===== config.mk =====
export PLATFORM = sky130hd
export DESIGN_NAME = ped_crossing_ctrl
export DESIGN_NICKNAME = d
export VERILOG_FILES = /design/src/rtl/ped_crossing_ctrl.sv
export SDC_FILE = /design/constraint.sdc
export NUM_CORES = 1
export LEC_CHECK = 0
export CORE_MARGIN = 8
export CORE_UTILIZATION = 58
export CTS_BUF_LIST = sky130_fd_sc_hd__clkbuf_4 sky130_fd_sc_hd__clkbuf_8
export DETAILED_ROUTE_END_ITERATION = 7
export PLACE_DENSITY = 0.86
export SLEW_MARGIN = 20
export SYNTH_ARGS = -nofsm -noshare
export SYNTH_HDL_FRONTEND = slang
export SYNTH_SLANG_ARGS = --single-unit

===== constraint.sdc =====
create_clock -name clk -period 4.2 [get_ports clk]
set_input_delay 1.26 -clock clk [delete_from_list [all_inputs] [get_ports clk]]
set_output_delay 1.26 -clock clk [all_outputs]
set_load 0.02 [all_outputs]

===== src/rtl/ped_crossing_ctrl.sv =====
// ped_crossing_ctrl: pedestrian WALK/clearance sequencer driven by the vehicle light code,
// with latched button requests, one grant per red phase and a sticky fault on bad codes.
module ped_crossing_ctrl #(
   parameter int WALK_CYCLES  = 8,
   parameter int FLASH_CYCLES = 4,
   parameter int CNT_W        = 4
) (
   input  logic             clk,
   input  logic             rst,
   input  logic [2:0]       light,
   input  logic             ped_btn,
   output logic             walk,
   output logic             dont_walk,
   output logic             flash,
   output logic             req_pending,
   output logic [CNT_W-1:0] countdown,
   output logic             fault
);
   typedef enum logic [1:0] {IDLE, WALK, CLEAR, FAULT} state_t;
   localparam logic [CNT_W-1:0] LOAD    = CNT_W'(WALK_CYCLES + FLASH_CYCLES - 1);
   localparam logic [CNT_W-1:0] FLASH_N = CNT_W'(FLASH_CYCLES);
   state_t state;
   logic   armed;
   logic   btn_q;
   logic   valid;
   logic   red;
   logic   btn_edge;
   assign red      = light == 3'b100;
   assign valid    = red | (light == 3'b010) | (light == 3'b001);
   assign btn_edge = ped_btn & ~btn_q;
   always_ff @(posedge clk) begin
      if (rst) begin
         state       <= IDLE;
         armed       <= 1'b1;
         btn_q       <= 1'b0;
         walk        <= 1'b0;
         dont_walk   <= 1'b1;
         flash       <= 1'b0;
         req_pending <= 1'b0;
         countdown   <= '0;
         fault       <= 1'b0;
      end else begin
         btn_q <= ped_btn;
         if (!red) armed <= 1'b1;
         if (state != FAULT && !valid) begin
            state     <= FAULT;
            walk      <= 1'b0;
            dont_walk <= 1'b1;
            flash     <= 1'b0;
            countdown <= '0;
            fault     <= 1'b1;
         end else begin
            case (state)
               IDLE: begin
                  if (req_pending && armed && red) begin
                     state       <= WALK;
                     walk        <= 1'b1;
                     dont_walk   <= 1'b0;
                     countdown   <= LOAD;
                     req_pending <= 1'b0;
                     armed       <= 1'b0;
                  end else if (btn_edge) req_pending <= 1'b1;
               end
               WALK: begin
                  if (!red) begin
                     state     <= IDLE;
                     walk      <= 1'b0;
                     dont_walk <= 1'b1;
                     countdown <= '0;
                  end else begin
                     countdown <= countdown - 1'b1;
                     // countdown equals FLASH_CYCLES on the last WALK clock
                     if (countdown == FLASH_N) begin
                        state     <= CLEAR;
                        walk      <= 1'b0;
                        flash     <= 1'b1;
                        dont_walk <= 1'b1;
                     end
                  end
               end
               CLEAR: begin
                  if (btn_edge) req_pending <= 1'b1;
                  if (!red || countdown == '0) begin
                     state     <= IDLE;
                     dont_walk <= 1'b1;
                     flash     <= 1'b0;
                     countdown <= '0;
                  end else begin
                     countdown <= countdown - 1'b1;
                     dont_walk <= ~dont_walk;
                  end
               end
               default: ;
            endcase
         end
      end
   end
endmodule


### After elaboration in Yosys (flattened, before gate mapping)

Index checks and enable logic that the tools add are counted.

| storage, ports and cells | value |
|---|---|
| register bits after elaboration | 13 |
| input port bits | 6 |

| operators by class | value |
|---|---|
| add/sub/neg operators | 1 |
| equality and inequality tests | 15 |
| muxes and demuxes | 29 |
| bitwise logic cells | 6 |
| reduce and logical (&&, ||, !) cells | 20 |

Operators with widths:

| kind | number |
|---|---|
| 1-bit two-way mux | 15 |
| 4-bit two-way mux | 3 |
| 4-bit case mux with 3 select lines | 1 |
| 2-bit two-way mux | 5 |
| 2-bit != test (second input constant) | 5 |
| 3-bit != test (second input constant) | 3 |
| 4-bit AND reduction | 2 |
| 1-bit case mux with 2 select lines | 3 |
| 2-bit case mux with 3 select lines | 1 |
| 3-bit AND reduction | 2 |
| 2-bit nonzero test | 3 |
| 4-bit by 3-bit == test with 1-bit output (second input constant) | 1 |
| 4-bit zero test | 1 |
| 4-bit != test (second input constant) | 1 |
| 2-bit AND reduction | 2 |
| 4-bit nonzero test | 1 |
| 4-bit by 1-bit subtractor with 4-bit output (second input constant) | 1 |
| 3-bit by 1-bit == test with 1-bit output (second input constant) | 1 |
| 3-bit by 2-bit == test with 1-bit output (second input constant) | 1 |
| 3-bit == test (second input constant) | 1 |
| 1-bit logical AND | 3 |
| 1-bit NOT | 3 |
| 1-bit case mux with 3 select lines | 1 |
| 3-bit nonzero test | 1 |
| 8 further kinds | 10 |

### Logic depth before layout (Yosys ltp)

Gate-level depths: netlist (run 1).

| depth | value |
|---|---|
| depth in word-level cells | 7 |
| depth in mapped cells | 7 |
| gate-level depth less buffers | 6 |

### Worst setup path before layout (run 1)

No wires, ideal clock.

| timing path | value |
|---|---|
| path type | input -> register |
| from | in light[0] |
| to | reg state[0] |
| setup time | 0.127 ns |
| data arrival time | 2.384 ns |
| path slack | 1.689 ns |
| cell stages on the path | 5 |
| cell sequence | or3b_1 buf_6 o41ai_4 o21bai_2 a221oi_1 |

| on the way | value |
|---|---|
| word-level cells in the longest chain between the ends | 7 |
| elaborated cells between the ends (all ways) | 18 |
| those cells by class | 6 x eq/ne; 3 x mux; 2 x bitwise; 7 x reduce/logical |

Ends and longest elaborated chain:

| item | RTL line | RTL |
|---|---|---|
| start, declared | 10 | `input logic [2:0] light,` |
| 3-bit == test or 3-bit by 2-bit == test with 1-bit output (tied branches) | 28, 29 |  |
| 1-bit OR (2 in series) | 29 | `assign valid = red \| (light == 3'b010) \| (light == 3'b001);` |
| 1-bit zero test | 45 | `if (state != FAULT && !valid) begin` |
| 1-bit logical AND | 45 |  |
| 4-bit != test (no source line), or another cell as far along | - |  |
| 4-bit AND reduction (no source line) | - |  |
| end signal, assigned | 46 | `state <= FAULT;` |
| end signal, assigned | 56 | `state <= WALK;` |
| end signal, assigned | 66 | `state <= IDLE;` |
| end, declared | 22 | `state_t state;` |

Parallel ways exist; a longest one is shown, timed or not.
A chain may end at the register's enable or synchronous reset.

### Final worst setup path (run 1)

| timing path | value |
|---|---|
| from | in light[2] |
| to | reg state[1] |

The elaborated chain is that of the path after synthesis.

==> reports/results.txt, run 1 <==
Placement Cell Area: 1040 um2
most frequent cells in the layout: 14 x clkdlybuf4s50_1, 13 x dfxtp_1, 10 x inv_1
main combinational cell family by area after synthesis: simple AND/OR/NAND/NOR gates
clk_skew: 0.00517 ns
DRT Pass-1 Iters: 4
cell area after synthesis: 898 um2
Clk Latency, worst-skew pair: 0.29 ns
Hold Fails Final Rpt: 0
worst-path fanout max: 9
commonest non-fill, non-tap cell in the layout: clkdlybuf4s50_1
post-cts sizing count: 0
Worst-path clk slew: 0.08 ns
initial detailed-routing violation count: 28
die area: 3060 um2
Max H-tree Level: 1
CP Data Required Time: 4.40 ns
Vias/cell: 6.26
Synth-to-Final Area Change: 19.5%
type of the worst setup path: input port to register
CTS tree: done
share of post-route cells with drive strength above 1: 0.117
CP Launch Type: input port
Clock Tree Buf Depth: 2
Max Clk Rate: 0.338 GHz
initial core utilization: 0.611
Synthesized Nets: 117
CTS Hold Bufs: 0
# setup viols final: 0
post-synthesis adder-cell area fraction: 0.0975
pwr dens: 424 nW/um2
yosys synthesis warning count: 0
TritonCTS Sinks: 13
n_diodes: 0
DP HPWL: 1.61 mm
DR vias: 851
GRT Residual Overflow: 0
I/O Buffers: 14
final slew viol count: 0
Post-DRT Antenna Nets: 0
Root Driver: clkbuf_4
Post-CTS Setup Inserts: 0
pin count of the biggest net entering global routing: 10
Max VDD drop: 0.273 mV
initial antenna violation count: 0
Tcrit/Tclk final: 0.704
vias in the first global route: 868
Leak: 0.418 nW
multiplexer share of the synthesized area: 0
Mapped Cells: 104
sequential-to-total area share from yosys stat: 0.290
worst rel slew slack: 0.570
Die Span X: 55.4 um
Synth Area in XOR/XNOR: 0.00975
Synth Area in Simple Gates: 0.284
CP Capture Type: register
Row Count: 14
total core area: 1470 um2
TritonCTS Buffers: 3
die span in y: 55.4 um
RSZ-0062 raised after global routing: false
total wire length: 2.05 mm
status: complete, no violations
DRC: 0
Worst-Margin Slew: 0.641 ns
Final nets: 134
Final min period: 2.96 ns
Routed WL per cell: 15.1 um
Total GRT Usage: 0.138
syn avg cell area: 8.64 um2
I/O pins: 15
count of different cell masters after synthesis: 40
CP Data Arrival Time: 3.15 ns
Placer Congestion: 0.862
design area: 1070 um2
setup TNS: 0 ns
global-route wire length before repair: 3.75 mm
HP Class: register to register
max_cap viols: 0
complex-gate fraction of the synthesized area: 0.260
register-to-register setup slack: 2.17 ns
#FFs+latches synth: 13
[power by group]
part	internal (mW)	leakage (nW)	total (mW)	switching [mW]
logic	0.0895	0.293	0.214	0.125
registers	0.137	0.107	0.152	0.0153
clock network	0.0435	0.0184	0.0886	0.0451
[per-layer routing]
metal  vias up  part of all wire  global-route usage
met5         -                 0                   0
met4         0             0.020              0.0423
met3         4             0.081              0.0342
met2        32              0.46               0.220
met1       394              0.44               0.177
li1        421                 -                   -
[registers in the layout, indices dropped and copies added (netlist names)]
signal,count
req_pending,1
walk,1
btn_q,1
countdown,4
fault,1
state,2
flash,1
dont_walk,1
armed,1
[path summary, 6_finish.rpt]
| kind | startpoint | cells past startpoint | to |
|---|---|---|---|
| setup / recovery | light[2] | 5 | state[1] |
| hold / removal | fault | 2 | fault |
| setup reg to reg | state[1] | 6 | state[1] |
| hold reg to reg | fault | 2 | fault |
[logic make-up after synthesis]
logic type / after synthesis
adder cells (fa/ha/maj): 7
XOR/XNOR: 1
AO/OA/AOI/OAI: 31
AND/OR/NAND/NOR: 40
flip-flops: 13
buffers and inverters: 12
[synthesized netlist by cell type]
master	number	share of area
clkbuf_1	1	0.0042
a31oi_1	2	0.014
or2_2	1	0.0070
a21bo_2	1	0.011
nor4bb_1	1	0.011
or3b_2	1	0.0098
nand2b_1	2	0.014
o21bai_2	1	0.013
nand2_1	6	0.025
o2bb2ai_1	1	0.0098
a21oi_1	7	0.039
a221oi_1	2	0.020
nor4_1	4	0.028
nand3b_1	1	0.0084
nor2b_1	2	0.014
inv_1	10	0.042
a21o_1	1	0.0084
nor4b_1	2	0.020
xor2_1	1	0.0098
dfxtp_1	13	0.29
ha_1	7	0.097
o21a_1	1	0.0084
nor3b_1	1	0.0084
o41ai_4	1	0.031
a21o_2	1	0.0098
o211ai_1	1	0.0084
nor3_1	3	0.017
a21oi_2	1	0.0098
and3b_1	1	0.0098
or4_1	1	0.0084
a211oi_1	4	0.033
nor3b_2	1	0.014
nand4_1	2	0.014
o221a_2	1	0.013
buf_6	1	0.013
o21ai_0	6	0.033
nand3_1	2	0.011
nor4b_4	1	0.026
nor2_1	7	0.029
or3b_1	1	0.0098
[layout make-up]
type	count	area, um2
flip-flops and latches	13	260
inverters	10	37.5
repair buffers	14	140
multi-input cells	79	586
well taps	16	20.0
fillers	130	398
clock buffers	4	30.0
[critical path: stages]
cell and delay, ns:
clkdlybuf4s50_1 0.56, or3b_1 0.53, o21ai_0 0.38, o21bai_2 0.12, a221oi_1 0.31
[through the flow]
stage               power, mW  utilization  hold WS [ns]  setup slack, ns  cells
global placement        0.360        0.709         0.452             1.07    132
floorplan               0.307            -         0.471             1.69    104
global route            0.487        0.730         0.545             1.09    136
detailed placement      0.366        0.709         0.490            0.939    132
finish                  0.455        0.730         0.503             1.24    136
CTS                     0.453        0.730         0.503             1.24    136
(Power assumes the default switching activity.)
==> run 2, diff against run 1 <==
Settings changed: CORE_UTILIZATION 58 to 54, PLACE_DENSITY 0.86 to 0.81.
Clock period 4.2 ns to 3 ns, I/O delays scaled along.
==> run 2 against run 1 <==
Sequential power is 40% higher. Largest power group unchanged. Die area is 5.2% higher. Critical path type unchanged. Worst setup slack worse by 0.76 ns.
==> reports/results.txt, run 2 (synthesis gave the netlist of run 1 again) <==
status: complete, no violations
clk_skew: 0.0134 ns (+0.00820 ns)
Max H-tree Level: 1 (unchanged)
initial antenna violation count: 0 (unchanged)
share of post-route cells with drive strength above 1: 0.138 (+0.0215)
Tcrit/Tclk final: 0.839
die area: 3220 um2 (+5.2%)
Placer Congestion: 0.869 (+0.79%)
setup ws final: 0.483 ns (-0.759 ns)
CTS tree: done
total wire length: 2.08 mm (+1.6%)
Placement Cell Area: 1070 um2 (+2.2%)
HP Class: register to register
setup TNS: 0 ns (unchanged)
Post-CTS Setup Inserts: 0 (unchanged)
DR vias: 850 (-0.12%)
worst-path fanout max: 9 (unchanged)
Clock Tree Buf Depth: 2 (unchanged)
initial detailed-routing violation count: 22 (-21%)
worst rel slew slack: 0.573 (+0.00302)
commonest non-fill, non-tap cell in the layout: clkdlybuf4s50_1
total core area: 1540 um2 (+4.8%)
Worst-Margin Slew: 0.632 ns (-0.00929 ns)
CP Capture Type: register
Final min period: 2.52 ns
post-cts sizing count: 0 (unchanged)
Largest Register: countdown
DRC: 0 (unchanged)
CP bufs+invs: 1 (unchanged)
CP Data Arrival Time: 2.72 ns (-0.43 ns)
Total GRT Usage: 0.133 (-0.00482)
Largest register FFs: 4 (unchanged)
global-route wire length before repair: 3.62 mm (-3.5%)
Leak: 0.433 nW (+3.5%)
DP HPWL: 1.63 mm (+1.1%)
Crit path max-delay family: compound AO/OA/AOI/OAI gates
Max VDD drop: 0.456 mV (+67%)
biggest regs: countdown (4), state (2)
I/O pins: 15 (unchanged)
Largest stage delay, worst path: 0.55 ns (about the same)
Row Count: 14 (unchanged)
Synth-to-Final Area Change: 22.0%
Max Clk Rate: 0.397 GHz
TritonCTS Buffers: 3 (unchanged)
pin count of the biggest net entering global routing: 10 (unchanged)
CP Data Required Time: 3.20 ns (-1.20 ns)
power consumption: 644 uW (+41%)
final slew viol count: 0 (unchanged)
Die Span X: 56.8 um (+2.6%)
I/O Buffers: 14 (unchanged)
type of the worst setup path: input port to register
Worst-path clk slew: 0.09 ns (about the same)
design area: 1100 um2 (+2.1%)
TritonCTS Sinks: 13 (unchanged)
Hold Fails Final Rpt: 0 (unchanged)
max_cap viols: 0 (unchanged)
Fillers: 129 (-0.77%)
vias in the first global route: 805 (-7.3%)
die span in y: 56.8 um (+2.6%)
slowest CP cell: or3b_1
Root Driver: clkbuf_4
DRT Pass-1 Iters: 4 (unchanged)
# setup viols final: 0 (unchanged)
Post-DRT Antenna Nets: 0 (unchanged)
CTS Hold Bufs: 0 (unchanged)
n_diodes: 0 (unchanged)
GRT Residual Overflow: 0 (unchanged)
RSZ-0062 raised after global routing: false
pwr dens: 588 nW/um2 (+39%)
Final nets: 137 (+2.2%)
Clk Latency, worst-skew pair: 0.29 ns (about the same)
Place WS: 0.174 ns (-0.765 ns)
Util after Layout: 0.711 (-0.0186)
initial core utilization: 0.583 (-0.0278)
Vias/cell: 6.12 (-2.3%)
most frequent cells in the layout: 14 x clkdlybuf4s50_1, 13 x dfxtp_1, 10 x inv_1
Routed WL per cell: 15.0 um (-0.58%)
worst path cell trace: clkdlybuf4s50_1, or3b_1, o21ai_0, o21bai_2, a221oi_1
CP Launch Type: input port
[run 2: cell count changes in the layout (fill, tap and decap cells not counted), sizes merged]
cell  change
buf       +3
[run 2: worst paths after layout]
kind | start | end | slack [ns] | depth (start not counted)
worst max-delay path | light[1] | state[0] | 0.48 | 5
worst min register to register | fault | fault | 0.48 | 2
worst min-delay path | fault | fault | 0.48 | 2
worst max register to register | state[0] | state[0] | 0.87 | 6
[run 2: worst min-delay path: stages, from the launching register on]
cell and delay (ns):
dfxtp_1 0.34, nor2_1 0.05, nor2_1 0.07
[run 2: area by class of cell]
class                   instances  area [um2]  share of cell area
well taps                      16        20.0              0.0183
repair buffers                 17         163               0.148
flip-flops and latches         13         260               0.237
multi-input cells              79         586               0.534
clock buffers                   4        30.0              0.0274
inverters                      10        37.5              0.0342
[run 2: report_power, final]
part	total [mW]	switching [mW]	internal [mW]
combinational	0.308	0.178	0.129
sequential	0.213	0.0210	0.192
clock	0.124	0.0629	0.0608
[run 2: per-layer routing]
layer | up-vias | wire length, um | track usage
met5 | - | 0 | 0
met4 | 0 | 25 | 0.0403
met3 | 3 | 106 | 0.0315
met2 | 28 | 961 | 0.210
met1 | 396 | 988 | 0.173
li1 | 423 | - | -
[run 2: per-stage QoR]
step | std cells | hold slack, ns
6_report | 139 | 0.480
5_1_grt | 139 | 0.528
4_1_cts | 139 | 0.485
3_5_place_dp | 135 | 0.464
3_3_place_gp | 135 | 0.453
2_1_floorplan | 104 | 0.471
==> run 3, diff against run 2 <==
Settings changed: CORE_UTILIZATION 54 to 49, PLACE_DENSITY 0.81 to 0.77.
Clock period 3 ns to 2.22 ns, I/O delays scaled along.
==> run 3 against run 2 <==
Combinational power up 40%. Worst setup slack worse by 0.36 ns. Clock power up 30%. Critical endpoint is now countdown[3]. Largest cell class unchanged. Largest power group unchanged.
==> reports/results.txt, run 3 (synthesis gave the netlist of run 1 again) <==
multi-input logic area: 588 um2 (+0.43%)
Post-CTS Setup Inserts: 0 (unchanged)
share of post-route cells with drive strength above 1: 0.192 (+0.0541)
Total GRT Usage: 0.136 (+0.00236)
Largest register FFs: 4 (unchanged)
Vias/cell: 5.72 (-6.4%)
die area: 3460 um2 (+7.3%)
type of the worst setup path: register to output port
status: complete, no violations
n_diodes: 0 (unchanged)
Root Driver: clkbuf_4
Fillers: 153 (+19%)
HP Class: register to register
RSZ-0062 raised after global routing: false
worst-path fanout max: 7 (-2)
Worst-Margin Slew: 0.454 ns (-0.178 ns)
Die Span X: 58.8 um (+3.6%)
die span in y: 58.8 um (+3.6%)
# setup viols final: 0 (unchanged)
register-to-register setup slack: 0.27 ns (-0.60 ns)
Leak: 0.468 nW (+8.1%)
TritonCTS Sinks: 13 (unchanged)
CP Data Arrival Time: 1.43 ns (-1.29 ns)
max_cap viols: 0 (unchanged)
vias in the first global route: 908 (+13%)
worst rel slew slack: 0.696 (+0.123)
initial antenna violation count: 0 (unchanged)
I/O Buffers: 14 (unchanged)
global-route wire length before repair: 3.75 mm (+3.8%)
Synth-to-Final Area Change: 29.4%
TritonCTS Buffers: 3 (unchanged)
Row Count: 15 (+1)
Largest Register: countdown
initial detailed-routing violation count: 22 (unchanged)
setup ws final: 0.124 ns (-0.358 ns)
DRT Pass-1 Iters: 4 (unchanged)
pin count of the biggest net entering global routing: 9 (-1)
commonest non-fill, non-tap cell in the layout: clkdlybuf4s50_1
Clk Latency, worst-skew pair: 0.28 ns (about the same)
CTS tree: done
biggest regs: countdown (4), state (2)
CP Data Required Time: 1.55 ns (-1.65 ns)
clk_skew: 0.000378 ns (-0.0130 ns)
CP Launch Type: register
Max H-tree Level: 1 (unchanged)
slowest CP cell: clkdlybuf4s50_1
placed insts: 151 (+12%)
Routed WL per cell: 14.1 um (-6.1%)
Post-DRT Antenna Nets: 0 (unchanged)
Final min period: 2.10 ns
Tcrit/Tclk final: 0.944
I/O pins: 15 (unchanged)
DR vias: 887 (+4.4%)
CP Capture Type: output port
worst path cell trace: clkdlybuf4s50_1
Final nets: 144 (+5.1%)
DP HPWL: 1.73 mm (+6.2%)
Hold Fails Final Rpt: 0 (unchanged)
Placer Congestion: 0.838 (-3.5%)
Max Clk Rate: 0.477 GHz
Crit path max-delay family: buffers and inverters
DRC: 0 (unchanged)
initial core utilization: 0.520 (-0.0625)
pwr dens: 756 nW/um2 (+29%)
register area: 260 um2 (unchanged)
final slew viol count: 0 (unchanged)
Largest stage delay, worst path: 0.67 ns (+0.12 ns)
Clock Tree Buf Depth: 2 (unchanged)
most frequent cells in the layout: 14 x clkdlybuf4s50_1, 13 x dfxtp_1, 10 x inv_1, 10 x buf_4
total wire length: 2.18 mm (+4.7%)
CP bufs+invs: 1 (unchanged)
total core area: 1730 um2 (+12%)
Max VDD drop: 0.408 mV (-10%)
Cell Count, Final, Fillers Out: 155 (+12%)
Worst-path clk slew: 0.08 ns (about the same)
GRT Residual Overflow: 0 (unchanged)
Place WS: -0.232 ns (-0.406 ns)
run 3: cell count changes in the layout (fill, tap and decap cells not counted), sizes merged:
cell | before | now
buf | 3 | 10
run 3: final cells by class:
cell class / instances / area share
timing repair buffer: 24 / 0.185
sequential: 13 / 0.224
multi-input combinational: 79 / 0.506
clock buffer: 4 / 0.0258
inverter: 10 / 0.0323
tap: 25 / 0.0269
run 3: power breakdown:
part,internal [mW],switching (mW)
clock,0.0819,0.0795
sequential,0.259,0.0268
combinational,0.189,0.243
total,0.530,0.349
run 3: routing by layer:
metal	vias up	GRT usage	routed length [um]
met5	-	0	0
met4	0	0.113	56
met3	7	0.0217	109
met2	24	0.218	1030
met1	415	0.153	984
li1	441	-	-
run 3: path summary, 6_finish.rpt:
path / cells after the start / start / to
setup / recovery: 1 / countdown[3] / countdown[3]
hold reg to reg: 2 / fault / fault
hold / removal: 2 / fault / fault
setup reg to reg: 6 / state[1] / state[0]
run 3: repair_timing:
| item | in CTS | in global routing |
|---|---|---|
| hold buffers | 0 | 0 |
| hold endpoints to repair | 0 | 0 |
| gates resized for setup | 0 | 2 |
| setup endpoints to repair | 0 | 4 |
run 3: metrics by stage:
| stage | power [mW] | TNS (ns) | utilization | instance area (um2) | hold WS, ns |
|---|---|---|---|---|---|
| after global placement | 0.702 | -0.995 | 0.654 | 1130 | 0.451 |
| after CTS | 0.880 | 0 | 0.672 | 1160 | 0.496 |
| after floorplan | 0.581 | 0 | - | 898 | 0.471 |
| after detailed placement | 0.717 | -1.28 | 0.654 | 1130 | 0.474 |
| final | 0.879 | 0 | 0.673 | 1160 | 0.488 |
| after global routing | 0.943 | 0 | 0.673 | 1160 | 0.502 |
run 3: worst register-to-register path: stages, from the launching register on:
cell      delay (ns)
dfxtp_1         0.38
inv_1           0.10
ha_1            0.30
nor4b_4         0.45
o41ai_4         0.15
o21bai_2        0.21
a221oi_1        0.27
